File: config.mk
export PLATFORM = sky130hd
export DESIGN_NAME = keypad_scanner
export DESIGN_NICKNAME = d
export VERILOG_FILES = /design/src/rtl/keypad_scanner.sv
export SDC_FILE = /design/constraint.sdc
export NUM_CORES = 1
export LEC_CHECK = 0
export ABC_AREA = 1
export BUFFER_PORTS_ARGS = -buffer_cell sky130_fd_sc_hd__buf_2
export CAP_MARGIN = 20
export CORE_MARGIN = 8
export CORE_UTILIZATION = 56
export CTS_BUF_LIST = sky130_fd_sc_hd__clkbuf_8
export DETAILED_ROUTE_END_ITERATION = 16
export PLACE_DENSITY = 0.8
export SYNTH_ARGS = -nofsm -noshare
export SYNTH_HDL_FRONTEND = slang
export SYNTH_SLANG_ARGS = --single-unit
File: constraint.sdc
create_clock -name clk -period 1.5 [get_ports clk]
set_input_delay 0.225 -clock clk [delete_from_list [all_inputs] [get_ports clk]]
set_output_delay 0.225 -clock clk [all_outputs]
set_load 0.01 [all_outputs]
File: src/rtl/keypad_scanner.sv
// 4x4 matrix keypad scanner with debounced press/release, key index, hold level and press strobe.
// Optional auto-repeat of key_pulse while a key is held: define KEYPAD_AUTOREPEAT_EN.
module keypad_scanner #(
    parameter int unsigned SCAN_DIV       = 50000,
    parameter int unsigned DEBOUNCE_SCANS = 4,
    parameter int unsigned REPEAT_SCANS   = 250
) (
    input  logic       clk,
    input  logic       rst,
    input  logic [3:0] fila,
    output logic [3:0] col,
    output logic [3:0] posicion,
    output logic       opr,
    output logic       key_pulse
);

    localparam int unsigned DIV_W = $clog2(SCAN_DIV);

    if (SCAN_DIV < 4 || DEBOUNCE_SCANS < 1 || DEBOUNCE_SCANS > 15 || REPEAT_SCANS < 1) begin : g_param_err
        $error("keypad_scanner: illegal parameter value");
    end

    typedef enum logic [1:0] {
        ST_SCAN    = 2'd0,
        ST_CONFIRM = 2'd1,
        ST_HELD    = 2'd2
    } state_e;

    state_e           state_q;
    logic [3:0]       fila_m_q;
    logic [3:0]       fila_s_q;
    logic [DIV_W-1:0] div_cnt_q;
    logic [1:0]       col_idx_q;
    logic [3:0]       col_q;
    logic [3:0]       cand_q;
    logic [3:0]       deb_cnt_q;
    logic [3:0]       rel_cnt_q;
    logic [3:0]       posicion_q;
    logic             opr_q;
    logic             key_pulse_q;

    logic             tick;
    logic             hit;
    logic [1:0]       row_idx;
    logic             cand_down;
    logic [3:0]       deb_cnt_d;
    logic [3:0]       rel_cnt_d;

    assign tick      = (div_cnt_q == DIV_W'(SCAN_DIV - 1));
    assign cand_down = ~fila_s_q[cand_q[3:2]];
    assign deb_cnt_d = (deb_cnt_q == 4'hF) ? 4'hF : deb_cnt_q + 4'd1;
    assign rel_cnt_d = (rel_cnt_q == 4'hF) ? 4'hF : rel_cnt_q + 4'd1;

    // Lowest-numbered low row wins when several rows are pulled down.
    always_comb begin
        hit     = (fila_s_q != 4'hF);
        row_idx = 2'd0;
        for (int i = 3; i >= 0; i--) begin
            if (!fila_s_q[i]) row_idx = 2'(i);
        end
    end

`ifdef KEYPAD_AUTOREPEAT_EN
    localparam int unsigned REP_W = $clog2(REPEAT_SCANS + 1);
    logic [REP_W-1:0] rep_cnt_q;
    logic [REP_W-1:0] rep_cnt_d;
    assign rep_cnt_d = rep_cnt_q + REP_W'(1);
`endif

    always_ff @(posedge clk) begin
        if (rst) begin
            state_q     <= ST_SCAN;
            fila_m_q    <= 4'hF;
            fila_s_q    <= 4'hF;
            div_cnt_q   <= '0;
            col_idx_q   <= 2'd0;
            col_q       <= 4'b1110;
            cand_q      <= 4'd0;
            deb_cnt_q   <= 4'd0;
            rel_cnt_q   <= 4'd0;
            posicion_q  <= 4'd0;
            opr_q       <= 1'b0;
            key_pulse_q <= 1'b0;
`ifdef KEYPAD_AUTOREPEAT_EN
            rep_cnt_q   <= '0;
`endif
        end else begin
            fila_m_q    <= fila;
            fila_s_q    <= fila_m_q;
            div_cnt_q   <= tick ? '0 : div_cnt_q + DIV_W'(1);
            key_pulse_q <= 1'b0;
            if (tick) begin
                unique case (state_q)
                    ST_SCAN: begin
                        if (hit) begin
                            cand_q <= {row_idx, col_idx_q};
                            if (DEBOUNCE_SCANS == 1) begin
                                posicion_q  <= {row_idx, col_idx_q};
                                opr_q       <= 1'b1;
                                key_pulse_q <= 1'b1;
                                rel_cnt_q   <= 4'd0;
`ifdef KEYPAD_AUTOREPEAT_EN
                                rep_cnt_q   <= '0;
`endif
                                state_q     <= ST_HELD;
                            end else begin
                                deb_cnt_q <= 4'd1;
                                state_q   <= ST_CONFIRM;
                            end
                        end else begin
                            col_idx_q <= col_idx_q + 2'd1;
                            col_q     <= {col_q[2:0], col_q[3]};
                        end
                    end
                    ST_CONFIRM: begin
                        if (hit && row_idx == cand_q[3:2]) begin
                            if (deb_cnt_d >= 4'(DEBOUNCE_SCANS)) begin
                                deb_cnt_q   <= 4'd0;
                                posicion_q  <= cand_q;
                                opr_q       <= 1'b1;
                                key_pulse_q <= 1'b1;
                                rel_cnt_q   <= 4'd0;
`ifdef KEYPAD_AUTOREPEAT_EN
                                rep_cnt_q   <= '0;
`endif
                                state_q     <= ST_HELD;
                            end else begin
                                deb_cnt_q <= deb_cnt_d;
                            end
                        end else begin
                            deb_cnt_q <= 4'd0;
                            col_idx_q <= col_idx_q + 2'd1;
                            col_q     <= {col_q[2:0], col_q[3]};
                            state_q   <= ST_SCAN;
                        end
                    end
                    ST_HELD: begin
                        // Column is frozen here, so only rows of the held column are visible.
                        if (cand_down) begin
                            rel_cnt_q <= 4'd0;
`ifdef KEYPAD_AUTOREPEAT_EN
                            if (rel_cnt_q != 4'd0) begin
                                rep_cnt_q <= '0;
                            end else if (rep_cnt_d == REP_W'(REPEAT_SCANS)) begin
                                rep_cnt_q   <= '0;
                                key_pulse_q <= 1'b1;
                            end else begin
                                rep_cnt_q <= rep_cnt_d;
                            end
`endif
                        end else begin
`ifdef KEYPAD_AUTOREPEAT_EN
                            rep_cnt_q <= '0;
`endif
                            if (rel_cnt_d >= 4'(DEBOUNCE_SCANS)) begin
                                rel_cnt_q <= 4'd0;
                                opr_q     <= 1'b0;
                                col_idx_q <= col_idx_q + 2'd1;
                                col_q     <= {col_q[2:0], col_q[3]};
                                state_q   <= ST_SCAN;
                            end else begin
                                rel_cnt_q <= rel_cnt_d;
                            end
                        end
                    end
                    default: state_q <= ST_SCAN;
                endcase
            end
        end
    end

    assign col       = col_q;
    assign posicion  = posicion_q;
    assign opr       = opr_q;
    assign key_pulse = key_pulse_q;

endmodule

==> metrics.txt, run 1 <==
vias per cell=5.47; VDD IR max=987 uV; fin crit share=112%; Yosys top cell by area=dfxtp_1; max-capacitance violation count=0; Slew Viols, Final=0; ys async rst share=0%; Mean Syn Cell Area=7.28 um^2; Main synth FF type=dfxtp_1; vias in the first global route=2175; Clk Latency, worst-skew pair=0.32 ns; Placer Congestion=0.925; total CTS buffers=5; R2R depth=8; global route hottest layer=met2; cell mode on critical path=nor2_4; Fillers=266; RSZ-0062 raised after global routing=yes; # port buffers=15; Seq/Total Area, Yosys=43.5%; DIE AREA=6420 um^2; global-route wire length before repair=9.14 mm; FF+latch area=1010 um^2; post-synthesis register bit count=50; power per standard cell area=747 nW/um^2; Fmax=593 MHz; Final ANT Viol Nets=0; grt total ovfl=0; synth top area cells=dfxtp_1 44%, nand2_1 11%, nor2_1 6.7%, inv_1 5.7%, nand3_1 4.6%; Worst slew margin=73.6%; startpoint type of the worst setup path=flop; DR vias=2324; DP HPWL=3.60 mm; status=complete, but fails checks; worst slack at placement=-0.133 ns; # rows=23; Avg WL per Cell=14.7 um; clk slew on worst S/H paths=0.09 ns; EDFF count, synth=0; hold path start=fila[1]; CTS sink cnt=50; M3 GR Usage=4.80%; synthesized area=2300 um^2; net count of the mapped netlist=325; area of the multi-input gates=1400 um^2; Net count, final=383; Leakage=1.30 nW; Synthesis Warnings=0; worst hold stages=2; Reg2Reg Setup Slack=-0.19 ns; chip height=80.1 um; Netlist cell types=29; largest net degree at the start of global routing=18; diode count=0; failing checks=negative setup slack; synth cell count leaders=70 x nand2_1, 50 x dfxtp_1, 41 x nor2_1; Crit Path Max Fanout=6; Die W=80.1 um; DRT Wirelength=6.24 mm; Clock Skews=0.00648 ns; Largest stage delay, worst path=0.37 ns; slowest CP cell=dfxtp_2; crit path cell chain=ha_4 > nand3_4 > nor2_4 > nand4_4 > nor2_4 > nand2_1 > o21ai_0 > nor2_1; kind of critical path=flop to flop; Worst Hold End=fila_m_q[1]; class of the worst hold path=input pin to flop; global router's overall resource usage=17.7%; Worst R2R End=col_idx_q[0]; met2 usage=32.4%; critical path capture point type=flop; reg2reg start=div_cnt_q[1]; H-tree depth=2; Worst Path Arrival=1.89 ns; CTS tree=done; Core Area=3970 um^2; layout cells sized above 1=39.5%; Final Worst Setup Slack=-0.187 ns; Power, Total=2.33 mW; Worst-Margin Slew=0.396 ns; grt met1 use=17.7%; clock buffer depth=2; final setup vio count=41; starting density of the core=57.9%; worst path required time=1.71 ns; # IOs=16; Tmin final=1.69 ns; Syn Inst Count=316; Hold Vio Cnt, Final=0; drt first pass iters=4; DRC violation count after routing=0; top cell type's share of synthesized area=43.5%; most frequent cell after synthesis=nand2_1; P&R area growth vs syn=35.8%; cts hold-fix bufs=0; initial antenna violation count=0; DR iter-0 viols=202; Root Driver=clkbuf_8
==> layout make-up <==
class,count,area share [%]
Multi-Input combinational cell,224,44.8
Clock inverter,3,0.801
Sequential cell,50,32.4
Clock buffer,5,2.20
Timing Repair Buffer,57,13.5
Inverter,36,4.33
Tap cell,50,2.00
==> state kept, by name (all words and copies together), names as in the netlist <==
signal     count
div_cnt_q     16
cand_q         4
col            4
deb_cnt_q      4
fila_m_q       4
fila_s_q       4
posicion       4
rel_cnt_q      4
col_idx_q      2
state_q        2
key_pulse      1
opr            1
==> per-layer routing <==
layer / part of all wire, % / routed length (um)
met1: 39 / 2400
met2: 53 / 3300
met3: 5.5 / 345
met4: 3.1 / 191
met5: 0 / 0
==> worst max-delay path by stage <==
stage / end / startpoint / slack, ns / cells after the start
2_1_floorplan: col[1] / rel_cnt_q[0] / 0.005 / 8
3_3_place_gp: rel_cnt_q[1] / div_cnt_q[0] / -0.05 / 8
3_5_place_dp: rel_cnt_q[0] / div_cnt_q[1] / -0.13 / 8
4_1_cts: div_cnt_q[7] / div_cnt_q[0] / -0.06 / 8
5_1_grt: state_q[0] / div_cnt_q[1] / -0.24 / 8
6_report: col_idx_q[0] / div_cnt_q[1] / -0.19 / 8
==> repair_timing <==
item / CTS / global route
endpoints found under the setup margin: 39 / 41
resized for setup: 39 / 42
pin swaps: 5 / 18
setup buffers: 2 / 5
==> kinds of logic (layout without fill, tap and decap cells) <==
group	count (synthesis)	count (layout)	share of synthesized area, %
simple gates	178	178	37.4
buf+inv	42	101	7.07
xor+xnor	2	2	0.761
flops	50	50	43.5
fa+ha+maj	3	3	1.63
compound gates	41	41	9.62
==> critical path: cells and delay by family (launching register included) <==
family	cells	cell delay, ns
and+or+nand+nor	6	0.85
DFF	1	0.37
AOI/OAI and AO/OA	1	0.19
adders and majority gates	1	0.16
==> power breakdown <==
group / internal (mW) / switching [mW] / total, mW
clock network: 0.337 / 0.484 / 0.821
logic: 0.0629 / 0.0928 / 0.156
registers: 1.34 / 0.0121 / 1.36
total: 1.74 / 0.589 / 2.33
==> cell usage in the layout, fill, tap and decap left out, types with 4 or more instances in the layout <==
cell type / instances
o21ai_0: 9
clkbuf_8: 5
nand2_1: 62
or2_2: 13
dfxtp_2: 9
inv_1: 34
a21oi_1: 9
buf_2: 15
nand3_2: 5
dfxtp_1: 41
nand3_1: 15
buf_4: 34
nor2_4: 8
nor2_2: 9
nor3_2: 6
nand2_2: 5
nand4_1: 6
a21oi_2: 10
buf_6: 8
nor2_1: 32
o21ai_1: 4
==> through the flow <==
stage | util, % | instance area, um^2 | cells | TNS (ns) | hold WS (ns)
after global placement | 67.6 | 2690 | 410 | -0.471 | 0.391
final | 78.7 | 3120 | 425 | -4.06 | 0.0853
after global routing | 78.7 | 3120 | 425 | -7.28 | 0.0872
after detailed placement | 67.6 | 2690 | 410 | -2.57 | 0.393
after CTS | 73.9 | 2930 | 420 | -0.666 | 0.0766
after floorplan | - | 2310 | 316 | 0 | 0.329
(Power assumes the default switching activity.)
==> inputs of run 2 (changes only) <==
--- a/config.mk
+++ b/config.mk
@@ -12,7 +12,7 @@
 export CORE_UTILIZATION = 56
 export CTS_BUF_LIST = sky130_fd_sc_hd__clkbuf_8
 export DETAILED_ROUTE_END_ITERATION = 16
-export PLACE_DENSITY = 0.8
+export PLACE_DENSITY = 0.86
 export SYNTH_ARGS = -nofsm -noshare
 export SYNTH_HDL_FRONTEND = slang
 export SYNTH_SLANG_ARGS = --single-unit
==> run 2 against run 1 <==
Compared with the run above:
- the run still ends with negative setup slack left
- combinational power fell by 14%
- non-clock buffer count shrank 4
- final area fell by 2.9%
- critical path type unchanged
- routed wire length down 11%
- largest power group unchanged
- sequential share of layout area grew 0.84 points
- critical path depth decreased by 1
- critical endpoint is now deb_cnt_q[1]
==> metrics.txt, run 2 (synthesis results as in run 1) <==
class of the worst hold path=input pin to flop; Avg WL per Cell=13.1 um (-10%); # rows=23 (unchanged); power per standard cell area=873 nW/um^2 (+17%); switching part of the total=20.3% (-5.0 points); grt total ovfl=0 (unchanged); vias in the first global route=2065 (-5.1%); P&R area growth vs syn=31.9%; Clk Latency, worst-skew pair=0.31 ns (about the same); CP endpoint=deb_cnt_q[1]; vias per cell=5.22 (-4.5%); final instance area=3030 um^2 (-2.9%); Net count, final=379 (-1.0%); layout cells sized above 1=34.2% (-5.2 points); largest net degree at the start of global routing=19 (+1); drt first pass iters=4 (unchanged); Worst R2R End=deb_cnt_q[1]; NetSw=0.537 mW (-8.8%); kind of critical path=flop to flop; worst slack at placement=-0.112 ns (+0.0210 ns); Reg2Reg Setup Slack=-0.12 ns (+0.06 ns); P_int=2.11 mW (+21%); initial antenna violation count=0 (unchanged); diode count=0 (unchanged); most frequent cells in the layout=62 x nand2_1, 44 x dfxtp_1, 36 x nor2_1, 33 x inv_1, 33 x buf_4; clk slew on worst S/H paths=0.09 ns (about the same); # IOs=16 (unchanged); Leakage=1.29 nW (-0.46%); most common cell after layout, fill and taps aside=nand2_1; global-route wire length before repair=8.51 mm (-6.9%); R2R depth=7 (-1); RSZ-0062 raised after global routing=yes; DR iter-0 viols=228 (+13%); M1 WL=2.22 mm (-7.5%); VDD IR max=554 uV (-44%); DP HPWL=3.52 mm (-2.1%); clock buffer depth=2 (unchanged); Crit. Startpoint=div_cnt_q[0]; setup TNS=-0.985 ns (+3.08 ns); Final Worst Setup Slack=-0.125 ns (+0.0618 ns); DIE AREA=6420 um^2 (unchanged); Worst-Margin Slew=0.279 ns (-0.117 ns); Reg power frac=51.2% (-6.9 points); routed wl met3=247 um (-28%); Clock Skews=0.00738 ns (+0.000899 ns); Logic pwr share=5.1% (-1.6 points); Tmin final=1.62 ns (-0.0618 ns); Fmax=615 MHz (+3.8%); critical path capture point type=flop; Core Area=3970 um^2 (unchanged); Crit Path Max Fanout=6 (unchanged); final std cells w/o fill=421 (-0.94%); total CTS buffers=5 (unchanged); starting density of the core=57.9% (unchanged); Final ANT Viol Nets=0 (unchanged); hold slack=0.0882 ns (+0.00293 ns); Post-DP Area=2640 um^2 (-1.7%); H-tree depth=2 (unchanged); final setup vio count=23 (-44%); failing checks=negative setup slack; max-capacitance violation count=0 (unchanged); CTS sink cnt=50 (unchanged); Worst Path Arrival=1.86 ns (-0.03 ns); chip height=80.1 um (unchanged); cts hold-fix bufs=0 (unchanged); global router's overall resource usage=16.4% (-1.3 points); fin crit share=108% (-4.1 points); # port buffers=15 (unchanged); Hold Vio Cnt, Final=0 (unchanged); Fillers=256 (-3.8%); fin util=76.4% (-2.3 points); Reg with most FFs=div_cnt_q; reg2reg start=div_cnt_q[0]; max FFs per register=16 (unchanged); startpoint type of the worst setup path=flop; DR vias=2199 (-5.4%); Slew Viols, Final=0 (unchanged); Die W=80.1 um (unchanged); DR WL met2=2.92 mm (-11%); Power, Total=2.65 mW (+14%); status=complete, but fails checks; clock network fraction of total power=43.7% (+8.5 points); Placer Congestion=0.931 (+0.55%); Worst slew margin=81.4% (+7.8 points); dpl cells=404 (-1.5%); DRT Wirelength=5.54 mm (-11%); DRC violation count after routing=0 (unchanged); CTS tree=done; Root Driver=clkbuf_8; Top Layer Used=met4; worst path required time=1.74 ns (+0.03 ns)
[run 2: worst min path at each step]
stage	from	endpoint	cells after the start
floorplan	fila[0]	fila_m_q[0]	1
global placement	fila_m_q[3]	fila_s_q[3]	1
detailed placement	fila_m_q[0]	fila_s_q[0]	1
CTS	fila[2]	fila_m_q[2]	2
global route	fila[2]	fila_m_q[2]	2
finish	fila[2]	fila_m_q[2]	2
[run 2: repair_timing]
item	in CTS	in global routing
resized for setup	25	28
endpoints found under the setup margin	41	42
pin swaps	10	15
setup buffers	2	7
[run 2: cell type report]
class / instances / area, um^2 / area share [%]
flip-flops and latches: 50 / 1010 / 33.2
clock buffers: 6 / 82.6 / 2.72
repair buffers: 53 / 379 / 12.5
multi-input cells: 224 / 1310 / 43.1
clock inverters: 2 / 60.1 / 1.98
inverters: 36 / 135 / 4.45
well taps: 50 / 62.6 / 2.06
[run 2: power groups by stage]
stage | clock network [mW] | logic (mW) | registers (mW)
6_report | 1.16 | 0.134 | 1.36
3_5_place_dp | 0 | 0.110 | 1.38
2_1_floorplan | 0 | 0.0669 | 1.38
5_1_grt | 1.22 | 0.147 | 1.36
3_3_place_gp | 0 | 0.104 | 1.38
4_1_cts | 1.16 | 0.125 | 1.36
[run 2: worst max-delay path, stage by stage, from the launching register on]
cell and delay, ns:
dfxtp_2 0.37, ha_4 0.17, nand3_4 0.10, nor2_4 0.19
nand4_4 0.21, nor2_2 0.23, o21ai_0 0.15, a21oi_1 0.16
[run 2: metal layers]
layer	global-route usage, %	vias to the layer above
met5	0	-
met1	16.5	1004
met2	30.9	54
met3	3.91	14
met4	7.45	0
li1	-	1127
==> inputs of run 3 (changes only) <==
--- a/config.mk
+++ b/config.mk
@@ -6,12 +6,14 @@
 export NUM_CORES = 1
 export LEC_CHECK = 0
 export ABC_AREA = 1
+export ABC_CLOCK_PERIOD_IN_PS = 1500
 export BUFFER_PORTS_ARGS = -buffer_cell sky130_fd_sc_hd__buf_2
 export CAP_MARGIN = 20
-export CORE_MARGIN = 8
+export CORE_MARGIN = 2
 export CORE_UTILIZATION = 56
 export CTS_BUF_LIST = sky130_fd_sc_hd__clkbuf_8
 export DETAILED_ROUTE_END_ITERATION = 16
+export MAX_ROUTING_LAYER = met4
 export PLACE_DENSITY = 0.86
 export SYNTH_ARGS = -nofsm -noshare
 export SYNTH_HDL_FRONTEND = slang
==> run 3 against run 2 <==
Compared with the run above:
- the flow still finishes with violations (negative setup slack)
- cell count grew 0.48%
- global-route usage grew 11 points
- total power shrank 11%
- combinational power grew 12%
- sequential share of layout area shrank 0.47 points
- sequential power is essentially flat
- clock skew grew 0.0042 ns
- final area grew 2.4%
- utilization grew 1.9 points
- worst setup slack lost 0.12 ns
- via count grew 8.9%
- first-iteration DRC count grew 33%
- critical path type unchanged
- critical endpoint is now cand_q[3]
==> metrics.txt, run 3 (synthesis results as in run 1) <==
global-route wire length before repair=9.29 mm (+9.2%); area of the multi-input gates=1400 um^2 (+7.1%); DP HPWL=3.46 mm (-1.6%); clock buffer depth=2 (unchanged); worst path required time=1.73 ns (about the same); CTS tree=done; Reg with most FFs=div_cnt_q; class of the worst hold path=input pin to flop; Hold Vio Cnt, Final=0 (unchanged); H-tree depth=2 (unchanged); most common cell after layout, fill and taps aside=nand2_1; crit path cell chain=ha_4 > nand3_4 > nor2_4 > nand4_1 > nor2_4 > nor2_1 > a211oi_1; vias in the first global route=2152 (+4.2%); final setup vio count=38 (+65%); most frequent cells in the layout=60 x nand2_1, 40 x dfxtp_1, 35 x nor2_1, 35 x buf_4, 33 x inv_1; power per standard cell area=759 nW/um^2 (-13%); startpoint type of the worst setup path=flop; hold slack=0.0807 ns (-0.00757 ns); Worst Path Arrival=1.98 ns (+0.12 ns); CTS sink cnt=50 (unchanged); Leakage=1.32 nW (+2.1%); Root Driver=clkbuf_8; Worst-Margin Slew=0.414 ns (+0.135 ns); DR vias=2394 (+8.9%); RSZ-0062 raised after global routing=yes; Fillers=237 (-7.4%); max-capacitance violation count=0 (unchanged); slowest CP cell=dfxtp_2; vias per cell=5.66 (+8.4%); VDD IR max=678 uV (+22%); Worst slew margin=72.3% (-9.1 points); initial antenna violation count=0 (unchanged); diode count=0 (unchanged); FF+latch area=1020 um^2 (+0.99%); Clk Latency, worst-skew pair=0.32 ns (about the same); max FFs per register=16 (unchanged); Final ANT Viol Nets=0 (unchanged); critical path capture point type=flop; Final Worst Setup Slack=-0.250 ns (-0.125 ns); # port buffers=15 (unchanged); Die W=68.1 um (-15%); Crit Path Max Fanout=7 (+1); Fmax=572 MHz (-7.1%); DRT Wirelength=6.52 mm (+18%); Clock Skews=0.0116 ns (+0.00422 ns); starting density of the core=57.9% (unchanged); status=complete, but fails checks; failing checks=negative setup slack; global router's overall resource usage=27.6% (+11 points); Slew Viols, Final=0 (unchanged); Largest stage delay, worst path=0.37 ns (about the same); Tmin final=1.75 ns (+0.125 ns); DIE AREA=4640 um^2 (-28%); kind of critical path=flop to flop; # rows=23 (unchanged); total CTS buffers=5 (unchanged); largest net degree at the start of global routing=17 (-2); layout cells sized above 1=41.0% (+6.8 points); Placer Congestion=0.935 (+0.46%); grt total ovfl=0 (unchanged); Net count, final=381 (+0.53%); DRC violation count after routing=0 (unchanged); Core Area=3970 um^2 (unchanged); fin crit share=117% (+8.3 points); # IOs=16 (unchanged); P&R area growth vs syn=35.1%; worst slack at placement=-0.140 ns (-0.0278 ns); chip height=68.1 um (-15%); DR iter-0 viols=303 (+33%); cts hold-fix bufs=0 (unchanged); clk slew on worst S/H paths=0.10 ns (about the same); drt first pass iters=5 (+1); Avg WL per Cell=15.4 um (+17%); cell mode on critical path=nor2_4
[run 3: final timing paths]
path            endpoint  depth (start not counted)  slack [ns]         start
max reg2reg    cand_q[3]                          7       -0.25  div_cnt_q[0]
max            cand_q[3]                          7       -0.25  div_cnt_q[0]
min reg2reg  fila_s_q[2]                          1        0.42   fila_m_q[2]
min          fila_m_q[2]                          2        0.08       fila[2]
[run 3: cell type report]
class	count	area share, %
multi-input combinational	224	45.0
sequential	50	32.8
timing repair buffer	55	12.7
inverter	36	4.35
clock buffer	6	2.66
tap	50	2.01
clock inverter	2	0.523
[run 3: metal layers]
layer / vias to the layer above / track usage, % / wire, um
met5: - / - / 0
met4: 0 / 14.2 / 280
met3: 32 / 7.24 / 379
met2: 125 / 47.5 / 3320
met1: 1106 / 28.9 / 2540
li1: 1131 / - / -
[run 3: stage by stage]
stage	instance area [um^2]	power, mW	TNS [ns]	util [%]	cells
final	3110	2.36	-5.20	78.3	423
after global routing	3110	2.43	-7.99	78.3	423
after CTS	2930	2.35	-0.945	73.7	417
after detailed placement	2650	1.49	-2.12	66.7	405
after global placement	2650	1.49	-0.392	66.7	405
after floorplan	2310	1.45	0	-	316
[run 3: timing repair]
action                                  CTS  global route
resized for setup                        48            44
endpoints found under the setup margin   41            42
cloned                                    0             0
pin swaps                                 6            24
buffers inserted                          4             6
[run 3: where the power goes]
part | internal, mW | total (mW) | switching [mW]
registers | 1.34 | 1.35 | 0.0131
logic | 0.0590 | 0.150 | 0.0909
clock network | 0.380 | 0.855 | 0.475
total | 1.78 | 2.36 | 0.579
[run 3: worst max-delay path, delay by kind of cell (launching register included)]
family / cells / cell delay, ns
AOI/OAI and AO/OA: 1 / 0.20
adders and majority gates: 1 / 0.17
DFF: 1 / 0.37
and+or+nand+nor: 5 / 0.92
